$ cat config.mk
export PLATFORM = sky130hd
export DESIGN_NAME = tact_debounce
export DESIGN_NICKNAME = d
export VERILOG_FILES = /design/src/rtl/tact_debounce.sv
export SDC_FILE = /design/constraint.sdc
export NUM_CORES = 1
export LEC_CHECK = 0
export CAP_MARGIN = 10
export CORE_AREA = 2 2 85 87
export DETAILED_ROUTE_END_ITERATION = 16
export DIE_AREA = 0 0 87 89
export GPL_TIMING_DRIVEN = 0
export PLACE_DENSITY_LB_ADDON = 0.05
export RECOVER_POWER = 25
export SLEW_MARGIN = 20
export SYNTH_ARGS = -nofsm -noshare
export SYNTH_HDL_FRONTEND = slang
export SYNTH_SLANG_ARGS = --single-unit
$ cat constraint.sdc
create_clock -name CLK_24MHz -period 2.4 [get_ports CLK_24MHz]
set_clock_uncertainty 0.1 [all_clocks]
set_input_delay 0.24 -clock CLK_24MHz [delete_from_list [all_inputs] [get_ports CLK_24MHz]]
set_output_delay 0.24 -clock CLK_24MHz [all_outputs]
set_load 0.01 [all_outputs]
$ cat src/rtl/tact_debounce.sv
// Synchronises and debounces the active-low Tact1 button into a clean level plus press/release/long strobes.
// The auto-repeat strobe and its REPEAT_CYCLES parameter exist only when TACT_REPEAT_EN is defined.
module tact_debounce #(
    parameter int DB_CYCLES   = 240000,
    parameter int W_DB        = 18,
    parameter int LONG_CYCLES = 24000000,
    parameter int W_LONG      = 25
`ifdef TACT_REPEAT_EN
    ,
    parameter int REPEAT_CYCLES = 4800000
`endif
) (
    input  logic CLK_24MHz,
    input  logic RST_N,
    input  logic Tact1,
    output logic TACT_LEVEL,
    output logic TACT_PRESS,
    output logic TACT_RELEASE,
    output logic TACT_LONG,
    output logic TACT_REPEAT
);

    typedef enum logic [2:0] {
        ST_RELEASED     = 3'd0,
        ST_PRESS_WAIT   = 3'd1,
        ST_PRESSED      = 3'd2,
        ST_LONG_HELD    = 3'd3,
        ST_RELEASE_WAIT = 3'd4
    } state_t;

    localparam logic [W_DB-1:0]   DB_LAST   = W_DB'(DB_CYCLES - 1);
    localparam logic [W_LONG-1:0] LONG_LAST = W_LONG'(LONG_CYCLES - 1);

    state_t              state_q, state_d;
    logic                sync1_q, sync1_d;
    logic                sync2_q, sync2_d;
    logic                pressed;
    logic [W_DB-1:0]     db_cnt_q, db_cnt_d;
    logic [W_LONG-1:0]   long_cnt_q, long_cnt_d;
    logic                long_held_q, long_held_d;
    logic                level_q, level_d;
    logic                press_q, press_d;
    logic                release_q, release_d;
    logic                long_q, long_d;

    always_comb begin
        sync1_d     = Tact1;
        sync2_d     = sync1_q;
        pressed     = ~sync2_q;
        state_d     = state_q;
        db_cnt_d    = db_cnt_q;
        long_cnt_d  = long_cnt_q;
        long_held_d = long_held_q;
        press_d     = 1'b0;
        release_d   = 1'b0;
        long_d      = 1'b0;

        case (state_q)
            ST_RELEASED: begin
                db_cnt_d = '0;
                if (pressed) begin
                    state_d = ST_PRESS_WAIT;
                end
            end
            ST_PRESS_WAIT: begin
                if (!pressed) begin
                    state_d  = ST_RELEASED;
                    db_cnt_d = '0;
                end else if (db_cnt_q == DB_LAST) begin
                    state_d    = ST_PRESSED;
                    press_d    = 1'b1;
                    db_cnt_d   = '0;
                    long_cnt_d = '0;
                end else begin
                    db_cnt_d = db_cnt_q + W_DB'(1);
                end
            end
            ST_PRESSED: begin
                // Reaching the long threshold wins; a simultaneous release still starts its wait.
                if (long_cnt_q == LONG_LAST) begin
                    long_d = 1'b1;
                    if (!pressed) begin
                        state_d     = ST_RELEASE_WAIT;
                        db_cnt_d    = '0;
                        long_held_d = 1'b1;
                    end else begin
                        state_d = ST_LONG_HELD;
                    end
                end else begin
                    long_cnt_d = long_cnt_q + W_LONG'(1);
                    if (!pressed) begin
                        state_d     = ST_RELEASE_WAIT;
                        db_cnt_d    = '0;
                        long_held_d = 1'b0;
                    end
                end
            end
            ST_LONG_HELD: begin
                if (!pressed) begin
                    state_d     = ST_RELEASE_WAIT;
                    db_cnt_d    = '0;
                    long_held_d = 1'b1;
                end
            end
            ST_RELEASE_WAIT: begin
                if (pressed) begin
                    state_d  = long_held_q ? ST_LONG_HELD : ST_PRESSED;
                    db_cnt_d = '0;
                end else if (db_cnt_q == DB_LAST) begin
                    state_d   = ST_RELEASED;
                    release_d = 1'b1;
                    db_cnt_d  = '0;
                end else begin
                    db_cnt_d = db_cnt_q + W_DB'(1);
                end
            end
            default: begin
                state_d     = ST_RELEASED;
                db_cnt_d    = '0;
                long_cnt_d  = '0;
                long_held_d = 1'b0;
            end
        endcase

        level_d = (state_d == ST_PRESSED) || (state_d == ST_LONG_HELD) ||
                  (state_d == ST_RELEASE_WAIT);
    end

    always_ff @(posedge CLK_24MHz or negedge RST_N) begin
        if (!RST_N) begin
            sync1_q     <= 1'b1;
            sync2_q     <= 1'b1;
            state_q     <= ST_RELEASED;
            db_cnt_q    <= '0;
            long_cnt_q  <= '0;
            long_held_q <= 1'b0;
            level_q     <= 1'b0;
            press_q     <= 1'b0;
            release_q   <= 1'b0;
            long_q      <= 1'b0;
        end else begin
            sync1_q     <= sync1_d;
            sync2_q     <= sync2_d;
            state_q     <= state_d;
            db_cnt_q    <= db_cnt_d;
            long_cnt_q  <= long_cnt_d;
            long_held_q <= long_held_d;
            level_q     <= level_d;
            press_q     <= press_d;
            release_q   <= release_d;
            long_q      <= long_d;
        end
    end

    assign TACT_LEVEL   = level_q;
    assign TACT_PRESS   = press_q;
    assign TACT_RELEASE = release_q;
    assign TACT_LONG    = long_q;

`ifdef TACT_REPEAT_EN
    localparam int              W_RPT    = (REPEAT_CYCLES > 2) ? $clog2(REPEAT_CYCLES) : 1;
    localparam logic [W_RPT-1:0] RPT_LAST = W_RPT'(REPEAT_CYCLES - 1);

    logic [W_RPT-1:0] rpt_cnt_q, rpt_cnt_d;
    logic             repeat_q, repeat_d;

    // Runs only while long-held, holds through a release wait, clears once the release is accepted.
    always_comb begin
        rpt_cnt_d = rpt_cnt_q;
        repeat_d  = 1'b0;
        if (state_q == ST_LONG_HELD) begin
            if (rpt_cnt_q == RPT_LAST) begin
                rpt_cnt_d = '0;
                repeat_d  = 1'b1;
            end else begin
                rpt_cnt_d = rpt_cnt_q + W_RPT'(1);
            end
        end
        if (state_d == ST_RELEASED) begin
            rpt_cnt_d = '0;
        end
    end

    always_ff @(posedge CLK_24MHz or negedge RST_N) begin
        if (!RST_N) begin
            rpt_cnt_q <= '0;
            repeat_q  <= 1'b0;
        end else begin
            rpt_cnt_q <= rpt_cnt_d;
            repeat_q  <= repeat_d;
        end
    end

    assign TACT_REPEAT = repeat_q;
`else
    assign TACT_REPEAT = 1'b0;
`endif

endmodule

==> impl_metrics.tcl, run 1 <==
set metrics [dict create \
    place.gp.congestion 0.803 \
    vias 2517 \
    die_w_um 87 \
    grt_pass1_vias 2270 \
    hold_class "reg -> reg" \
    clock-sinks 53 \
    cts_buffers 5 \
    drive_above_1_share 0.133 \
    coreArea_sq_um 6720 \
    firstDrtPassIters 5 \
    die_h_um 89 \
    cts.clk_slew.worst_paths_ns 0.10 \
    syn-num-nets 325 \
    num_rows 30 \
    setup_slack_ns 0.122 \
    final_max_slew_viol_count 0 \
    clkLatencyLatePin_ns 0.32 \
    ys.flop_type "dfrtp_1" \
    syn2layout_area_growth_pct 12.2 \
    status "complete, no violations" \
    crit_required_ns 2.54 \
    slowest_delay_ns 0.43 \
    finalWorstPathRequiredPeriod_ns 2.28 \
    fmax_ghz 0.439 \
    relSlewSlack 0.117 \
    synth_cells 320 \
    regArea_sq_um 1330 \
    maxCapViolations 0 \
    ys_seq_area_frac 0.444 \
    nFillCells 655 \
    fin_crit_sh 0.949 \
    post-place-ws_ns -0.0859 \
    worstSetupEndpointType "flip-flop" \
    wire_per_inst_um 16.5 \
    path_cells "ha_1 -> nand4_4 -> nor4_4 -> a21o_4 -> buf_8 -> buf_12 -> a22oi_2 -> o21bai_2" \
    synth_enable_flop_cells 0 \
    nets 343 \
    totalWireLength_mm 6.93 \
    crit_arrival_ns 2.42 \
    rsz0062_at_grt "no" \
    cts_buffer_depth 2 \
    grt_max_degree 54 \
    path_class "reg -> reg" \
    dp_hpwl_mm 4.78 \
    synthesis.area_sq_um 2990 \
    antenna_found_initial 0 \
    cts_root_buf "clkbuf_8" \
    dpl.cell_count 406 \
    synth_cell_types 66 \
    initial_utilization 0.445 \
    io_buffers 6 \
    peakVddDrop_uv 208 \
    antenna_cells 0 \
    overflow 0 \
    cts_max_level 2 \
    setup_viol 0 \
    whs_ns 0.263 \
    cp_max_fo 10 \
    multi_input_area_sq_um 1580 \
    fin_area_sq_um 3360 \
    avgViaCountPerCell 6.01 \
    critPathSlowestCell "dfrtp_1" \
    start_kind "flip-flop" \
    placed_area_sq_um 3150 \
    track_usage 0.194 \
    synth-async-reset-ratio 1.00 \
    worst_pin_slew_ns 1.32 \
    postRouteAntennaNets 0 \
    p_leak_nw 1.40 \
    drt_iter0_drc 157 \
    cts_tree "yes" \
    io_pins 8 \
    final-hold-violation-count 0 \
    drc 0 \
    grt_pass1_wl_mm 11.6 \
    synth-seq-cells 53 \
    report.power.total_mw 1.59 \
    synth_warnings 0 \
    fin_cells 419 \
    die_area_sq_um 7740 \
    powerDensity_nw_per_um2 473 \
    syn_area_per_cell_sq_um 9.35 \
]
-- metal layers --
| layer | up-vias | wire (um) | GRT usage |
|---|---|---|---|
| met5 | - | 0 | 0 |
| met4 | 0 | 86 | 0.0511 |
| met3 | 9 | 308 | 0.0332 |
| met2 | 57 | 3040 | 0.295 |
| met1 | 1219 | 3490 | 0.285 |
| li1 | 1232 | - | - |
-- registers in the layout, summed over array words and instances (netlist names) --
register / cells
TACT_LEVEL: 1
TACT_LONG: 1
long_held_q: 1
sync2_q: 1
TACT_PRESS: 1
state_q: 3
db_cnt_q: 18
long_cnt_q: 25
TACT_RELEASE: 1
sync1_q: 1
-- report_power, final --
part           total [mW]  internal, mW  switching [mW]
Sequential          0.908         0.900         0.00746
Clock               0.628         0.316           0.313
Combinational      0.0537        0.0158          0.0378
-- placed cells by master (no fill, tap or decap), drive strengths merged, types with 3 or more instances in the layout --
cell	Yosys	layout
a21o	6	6
a21oi	22	22
a22o	3	3
a31oi	14	14
a41oi	4	4
and3	6	6
buf	9	12
clkbuf	8	16
clkdlybuf4s50	0	4
dfrtp	51	51
inv	9	10
nand2	24	24
nand2b	5	5
nand3	22	22
nand4	12	12
nor2	29	29
nor3	8	8
nor4	9	9
o211ai	3	3
o21ai	13	13
o31ai	5	5
or3	3	3
or4	8	8
xor2	6	6
-- final timing paths --
| kind | startpoint | end | slack (ns) | depth (start not counted) |
|---|---|---|---|---|
| worst max-delay path | long_cnt_q[0] | long_cnt_q[21] | 0.12 | 8 |
| worst max register to register | long_cnt_q[0] | long_cnt_q[21] | 0.12 | 8 |
| worst min-delay path | sync1_q | sync2_q | 0.26 | 0 |
| min in group asynchronous | RST_N | TACT_PRESS | 0.64 | 2 |
| max in group asynchronous | RST_N | long_cnt_q[21] | 0.74 | 2 |
| worst min register to register | sync1_q | sync2_q | 0.26 | 0 |
-- final cells by class --
class	instances	area share
Sequential cell	53	0.396
Buffer	17	0.0320
Clock inverter	2	0.0115
Inverter	9	0.0101
Tap cell	80	0.0298
Timing Repair Buffer	11	0.0283
Multi-Input combinational cell	241	0.471
Clock buffer	6	0.0216
-- cells in the mapped netlist (all sizes together), types with 5 or more instances --
master  number  area share
dfrtp       51        0.43
and3         6       0.013
nor2        29       0.036
nor3         8       0.013
a21o         6       0.018
nand2       24       0.031
a31oi       14       0.029
a21oi       22       0.041
buf          9       0.024
nor4         9       0.029
o21ai       13       0.023
nand4       12       0.029
xor2         6       0.018
o31ai        5       0.014
clkbuf       8       0.010
nand2b       5       0.010
inv          9       0.011
or4          8       0.020
nand3       22       0.037
-- kinds of logic after synthesis --
| group | Yosys count | share of synthesized area |
|---|---|---|
| AOI/OAI and AO/OA | 85 | 0.196 |
| xor gates and xnor gates | 8 | 0.0234 |
| adders and majority gates | 2 | 0.00836 |
| buffers and inverters | 26 | 0.0456 |
| DFF | 53 | 0.444 |
| muxes | 2 | 0.00711 |
| other | 1 | 0.00125 |
| and+or+nand+nor | 143 | 0.275 |
-- worst max-delay path: cells and delay by family (launching register included) --
| family | cells | cell delay, ns |
|---|---|---|
| DFF | 1 | 0.43 |
| adders and majority gates | 1 | 0.27 |
| buffers and inverters | 2 | 0.32 |
| and+or+nand+nor | 2 | 0.64 |
| AOI/OAI and AO/OA | 3 | 0.44 |
-- per-stage QoR --
step / TNS [ns] / util
floorplan: 0 / -
global placement: -35.45 / 0.469
detailed placement: -0.274 / 0.469
CTS: 0 / 0.489
global route: 0 / 0.500
finish: 0 / 0.500
-- timing repair --
action / in CTS / in global routing
pin swaps: 1 / 2
endpoints found under the setup margin: 10 / 27
resized for setup: 3 / 9
buffers inserted: 0 / 4
hold endpoints to repair: 51 / 0
hold buffers: 1 / 0
(Power assumes the default switching activity.)
==> run 2, diff against run 1 <==
- RECOVER_POWER: 25 -> default
- SKIP_CTS_REPAIR_TIMING: default -> 1
==> run 2 against run 1 <==
  * Critical path depth did not move
  * Power barely moved
  * Cell count fell by 0.24%
  * Register-to-register slack barely moved
  * Via count fell by 0.40%
  * Final area fell by 0.56%
  * Non-clock buffer count fell by 1
  * Core utilization fell by 0.28 points
  * Die area did not move
  * Highest routed layer unchanged
==> impl_metrics.tcl, run 2 (same netlist as run 1, synthesis figures left out) <==
set metrics [dict create \
    status "complete, no violations" \
    seqPwrFrac 0.571 \
    finalWorstPathRequiredPeriod_ns 2.27 \
    top_regs "long_cnt_q x25, db_cnt_q x18, state_q x3" \
    cts_buffers 5 \
    intPower_mw 1.23 \
    relSlewSlack 0.547 \
    p_leak_nw 1.39 \
    cp_max_fo 10 \
    wire_per_inst_um 16.7 \
    cts_buffer_depth 2 \
    path_class "reg -> reg" \
    cts_tree "yes" \
    postRouteAntennaNets 0 \
    io_buffers 6 \
    top_register "long_cnt_q" \
    worst_pin_slew_ns 0.680 \
    die_h_um 89 \
    largest_reg_flops 25 \
    io_pins 8 \
    initial_utilization 0.445 \
    setup_slack_ns 0.131 \
    firstDrtPassIters 4 \
    clkPwrFrac 0.395 \
    hold_class "in -> reg" \
    coreArea_sq_um 6720 \
    drive_above_1_share 0.130 \
    clkLatencyLatePin_ns 0.32 \
    final_common_cell "dfrtp_1" \
    vias 2507 \
    dp_hpwl_mm 4.78 \
    rsz0062_at_grt "no" \
    powerDensity_nw_per_um2 476 \
    antenna_found_initial 0 \
    final_max_slew_viol_count 0 \
    avgViaCountPerCell 6.00 \
    clock-sinks 53 \
    grt_pass1_vias 2274 \
    post-place-ws_ns -0.0859 \
    worstSetupEndpointType "flip-flop" \
    die_area_sq_um 7740 \
    final_cell_mix "dfrtp_1, nor2_1, nand2_1" \
    num_rows 30 \
    grt_max_degree 54 \
    die_w_um 87 \
    setup_viol 0 \
    swShare 0.224 \
    cts.clk_slew.worst_paths_ns 0.10 \
    nets 342 \
    overflow 0 \
    fin_crit_sh 0.945 \
    fmax_ghz 0.441 \
    whs_ns 0.219 \
    final.setup.tns_ns 0 \
    track_usage 0.194 \
    cts_root_buf "clkbuf_8" \
    start_kind "flip-flop" \
    combPwrFrac 0.034 \
    totalWireLength_mm 6.99 \
    crit_required_ns 2.54 \
    drt_iter0_drc 209 \
    antenna_cells 0 \
    place.gp.congestion 0.803 \
    crit_arrival_ns 2.41 \
    syn2layout_area_growth_pct 11.6 \
    cts_max_level 2 \
    nFillCells 659 \
    grt_pass1_wl_mm 11.7 \
    drc 0 \
    p_switching_uw 356 \
    peakVddDrop_uv 205 \
    maxCapViolations 0 \
    final-hold-violation-count 0 \
]
-- run 2: critical path, cell delays in order (launching register included) --
cell and delay, ns:
dfrtp_1 0.44, ha_1 0.28, nand4_4 0.23, nor4_4 0.40
a21o_4 0.24, buf_8 0.17, buf_12 0.14, a22oi_2 0.08
o21bai_2 0.12
-- run 2: area by class of cell --
type,instances,area [sq um],share of cell area
Buffer,17,108,0.0322
Clock buffer,6,72.6,0.0217
Clock inverter,2,38.8,0.0116
Inverter,9,33.8,0.0101
Multi-Input combinational cell,241,1570,0.469
Sequential cell,53,1330,0.398
Tap cell,80,100,0.0300
Timing Repair Buffer,10,90.1,0.0270
-- run 2: per-layer routing --
metal  wire, um  GRT usage  share of wire  vias up
met5          0          0              0        -
met4         86     0.0540          0.012        0
met3        275     0.0342          0.039        9
met2       3060      0.292           0.44       52
met1       3560      0.288           0.51     1216
li1           -          -              -     1230
-- run 2: path summary, 6_finish.rpt --
path	from	to	slack, ns	depth (start not counted)
max	long_cnt_q[0]	long_cnt_q[21]	0.13	8
min	Tact1	sync1_q	0.22	1
max reg2reg	long_cnt_q[0]	long_cnt_q[21]	0.13	8
min reg2reg	sync1_q	sync2_q	0.26	0
max in group asynchronous	RST_N	long_cnt_q[17]	1.33	2
min in group asynchronous	RST_N	TACT_LEVEL	0.39	2
-- run 2: power by group through the flow --
stage               Clock, mW  Combinational, mW  Sequential, mW
floorplan                   0             0.0254           0.923
global placement            0             0.0532           0.924
detailed placement          0             0.0537           0.924
CTS                     0.648             0.0535           0.907
global route            0.702             0.0615           0.908
finish                  0.628             0.0536           0.907
-- run 2: per-stage QoR --
| step | area (sq um) | cells | power [mW] | utilization |
|---|---|---|---|---|
| after detailed placement | 3150 | 406 | 0.978 | 0.469 |
| after global routing | 3340 | 418 | 1.67 | 0.497 |
| after CTS | 3260 | 414 | 1.61 | 0.485 |
| after global placement | 3150 | 406 | 0.978 | 0.469 |
| after floorplan | 2990 | 320 | 0.949 | - |
| final | 3340 | 418 | 1.59 | 0.497 |
==> run 3, diff against run 2 <==
- CORE_AREA: 2 2 85 87 -> 2 2 100 102
- DIE_AREA: 0 0 87 89 -> 0 0 102 104
==> run 3 against run 2 <==
  * Count of clock-buffer cells in the layout decreased by 1
  * First-iteration DRC count shrank 38%
  * Register-to-register slack lost 0.05 ns
  * Power fell by 7.5%
  * Clock power decreased by 19%
  * Combinational power increased by 2%
  * Via count down 1.2%
==> impl_metrics.tcl, run 3 (same netlist as run 1, synthesis figures left out) <==
set metrics [dict create \
    top_register "long_cnt_q" \
    drt-met1-wl_mm 3.98 \
    path_cells "buf_2 -> or4b_4 -> nor4_4 -> a21o_4 -> buf_8 -> nand2_2 -> a31oi_1" \
    totalWireLength_mm 7.42 \
    peakVddDrop_uv 210 \
    cp_max_fo 10 \
    overflow 0 \
    avgViaCountPerCell 5.21 \
    placed_area_sq_um 3220 \
    die_h_um 104 \
    final-hold-violation-count 0 \
    setup_slack_ns 0.0777 \
    cts_tree "yes" \
    final_max_slew_viol_count 0 \
    place.gp.congestion 0.763 \
    drc 0 \
    finalWorstPathRequiredPeriod_ns 2.32 \
    cts_max_level 2 \
    grt_pass1_vias 2297 \
    post-place-ws_ns -0.165 \
    track_usage 0.147 \
    firstDrtPassIters 4 \
    grt_pass1_wl_mm 12.4 \
    final_common_cell "dfrtp_1" \
    wire_per_inst_um 15.6 \
    coreArea_sq_um 9550 \
    syn2layout_area_growth_pct 13.8 \
    io_buffers 6 \
    slowest_delay_ns 0.51 \
    path_class "reg -> reg" \
    drt_iter0_drc 130 \
    critPathSlowestCell "or4b_4" \
    powerDensity_nw_per_um2 431 \
    die_area_sq_um 10600 \
    fmax_ghz 0.431 \
    cts_root_buf "clkbuf_8" \
    start_kind "flip-flop" \
    cts_buffers 5 \
    drive_above_1_share 0.149 \
    dp_hpwl_mm 5.09 \
    fin_area_sq_um 3410 \
    antenna_cells 0 \
    relSlewSlack 0.538 \
    setup_viol 0 \
    status "complete, no violations" \
    cts_buffer_depth 2 \
    die_w_um 102 \
    antenna_found_initial 0 \
    vias 2477 \
    fin_crit_sh 0.968 \
    final_core_util 0.357 \
    cts.clk_slew.worst_paths_ns 0.10 \
    grt_max_degree 54 \
    top_regs "long_cnt_q x25, db_cnt_q x18, state_q x3" \
    crit_required_ns 2.53 \
    final_cell_mix "dfrtp_1, nor2_1, nand2_1" \
    clkLatencyLatePin_ns 0.31 \
    dpl.cell_count 459 \
    worstSetupEndpointType "flip-flop" \
    hold_depth 1 \
    report.power.total_mw 1.47 \
    largest_reg_flops 25 \
    wl_met3_um 224 \
    top_layer_used "met4" \
    r2r_cells 7 \
    r2r_slack_ns 0.08 \
    initial_utilization 0.313 \
    clock-sinks 53 \
    hold_class "in -> reg" \
    io_pins 8 \
    fin_cells 475 \
    p_leak_nw 1.39 \
    rsz0062_at_grt "yes" \
    worst_pin_slew_ns 0.693 \
    dr_wl_met2_mm 3.16 \
    maxCapViolations 0 \
    nets 346 \
    postRouteAntennaNets 0 \
    crit_arrival_ns 2.45 \
    num_rows 36 \
]
-- run 3: worst paths after layout --
path / start / endpoint
worst max-delay path: long_cnt_q[14] / long_cnt_q[22]
worst min-delay path: Tact1 / sync1_q
worst max register to register: long_cnt_q[14] / long_cnt_q[22]
worst min register to register: sync1_q / sync2_q
max in group asynchronous: RST_N / long_cnt_q[9]
min in group asynchronous: RST_N / TACT_PRESS
-- run 3: cell type report --
cell class | instances | area (sq um)
Timing Repair Buffer | 14 | 120
Clock buffer | 5 | 68.8
Inverter | 9 | 33.8
Tap cell | 133 | 166
Clock inverter | 3 | 17.5
Fill cell | 981 | 6140
Sequential cell | 53 | 1330
Multi-Input combinational cell | 241 | 1560
Buffer | 17 | 106
-- run 3: report_power, final --
part,internal (mW),switching [mW]
registers,0.900,0.00693
clock network,0.202,0.306
logic,0.0164,0.0381
-- run 3: per-layer routing --
metal | track usage | vias to the layer above
met1 | 0.238 | 1190
li1 | - | 1238
met3 | 0.0222 | 5
met5 | 0 | -
met4 | 0.0314 | 0
met2 | 0.205 | 44
-- run 3: metrics by stage --
stage	setup TNS (ns)	hold WS, ns
floorplan	0	-0.156
global placement	-40.46	0.246
detailed placement	-0.920	0.247
CTS	-1.38	-0.105
global route	-0.0765	0.211
finish	0	0.234
-- run 3: critical path, delay by kind of cell, from the launching register on --
family / cells / cell delay, ns
buffers and inverters: 2 / 0.30
flip-flops: 1 / 0.37
AO/OA/AOI/OAI: 2 / 0.42
AND/OR/NAND/NOR: 3 / 1.04
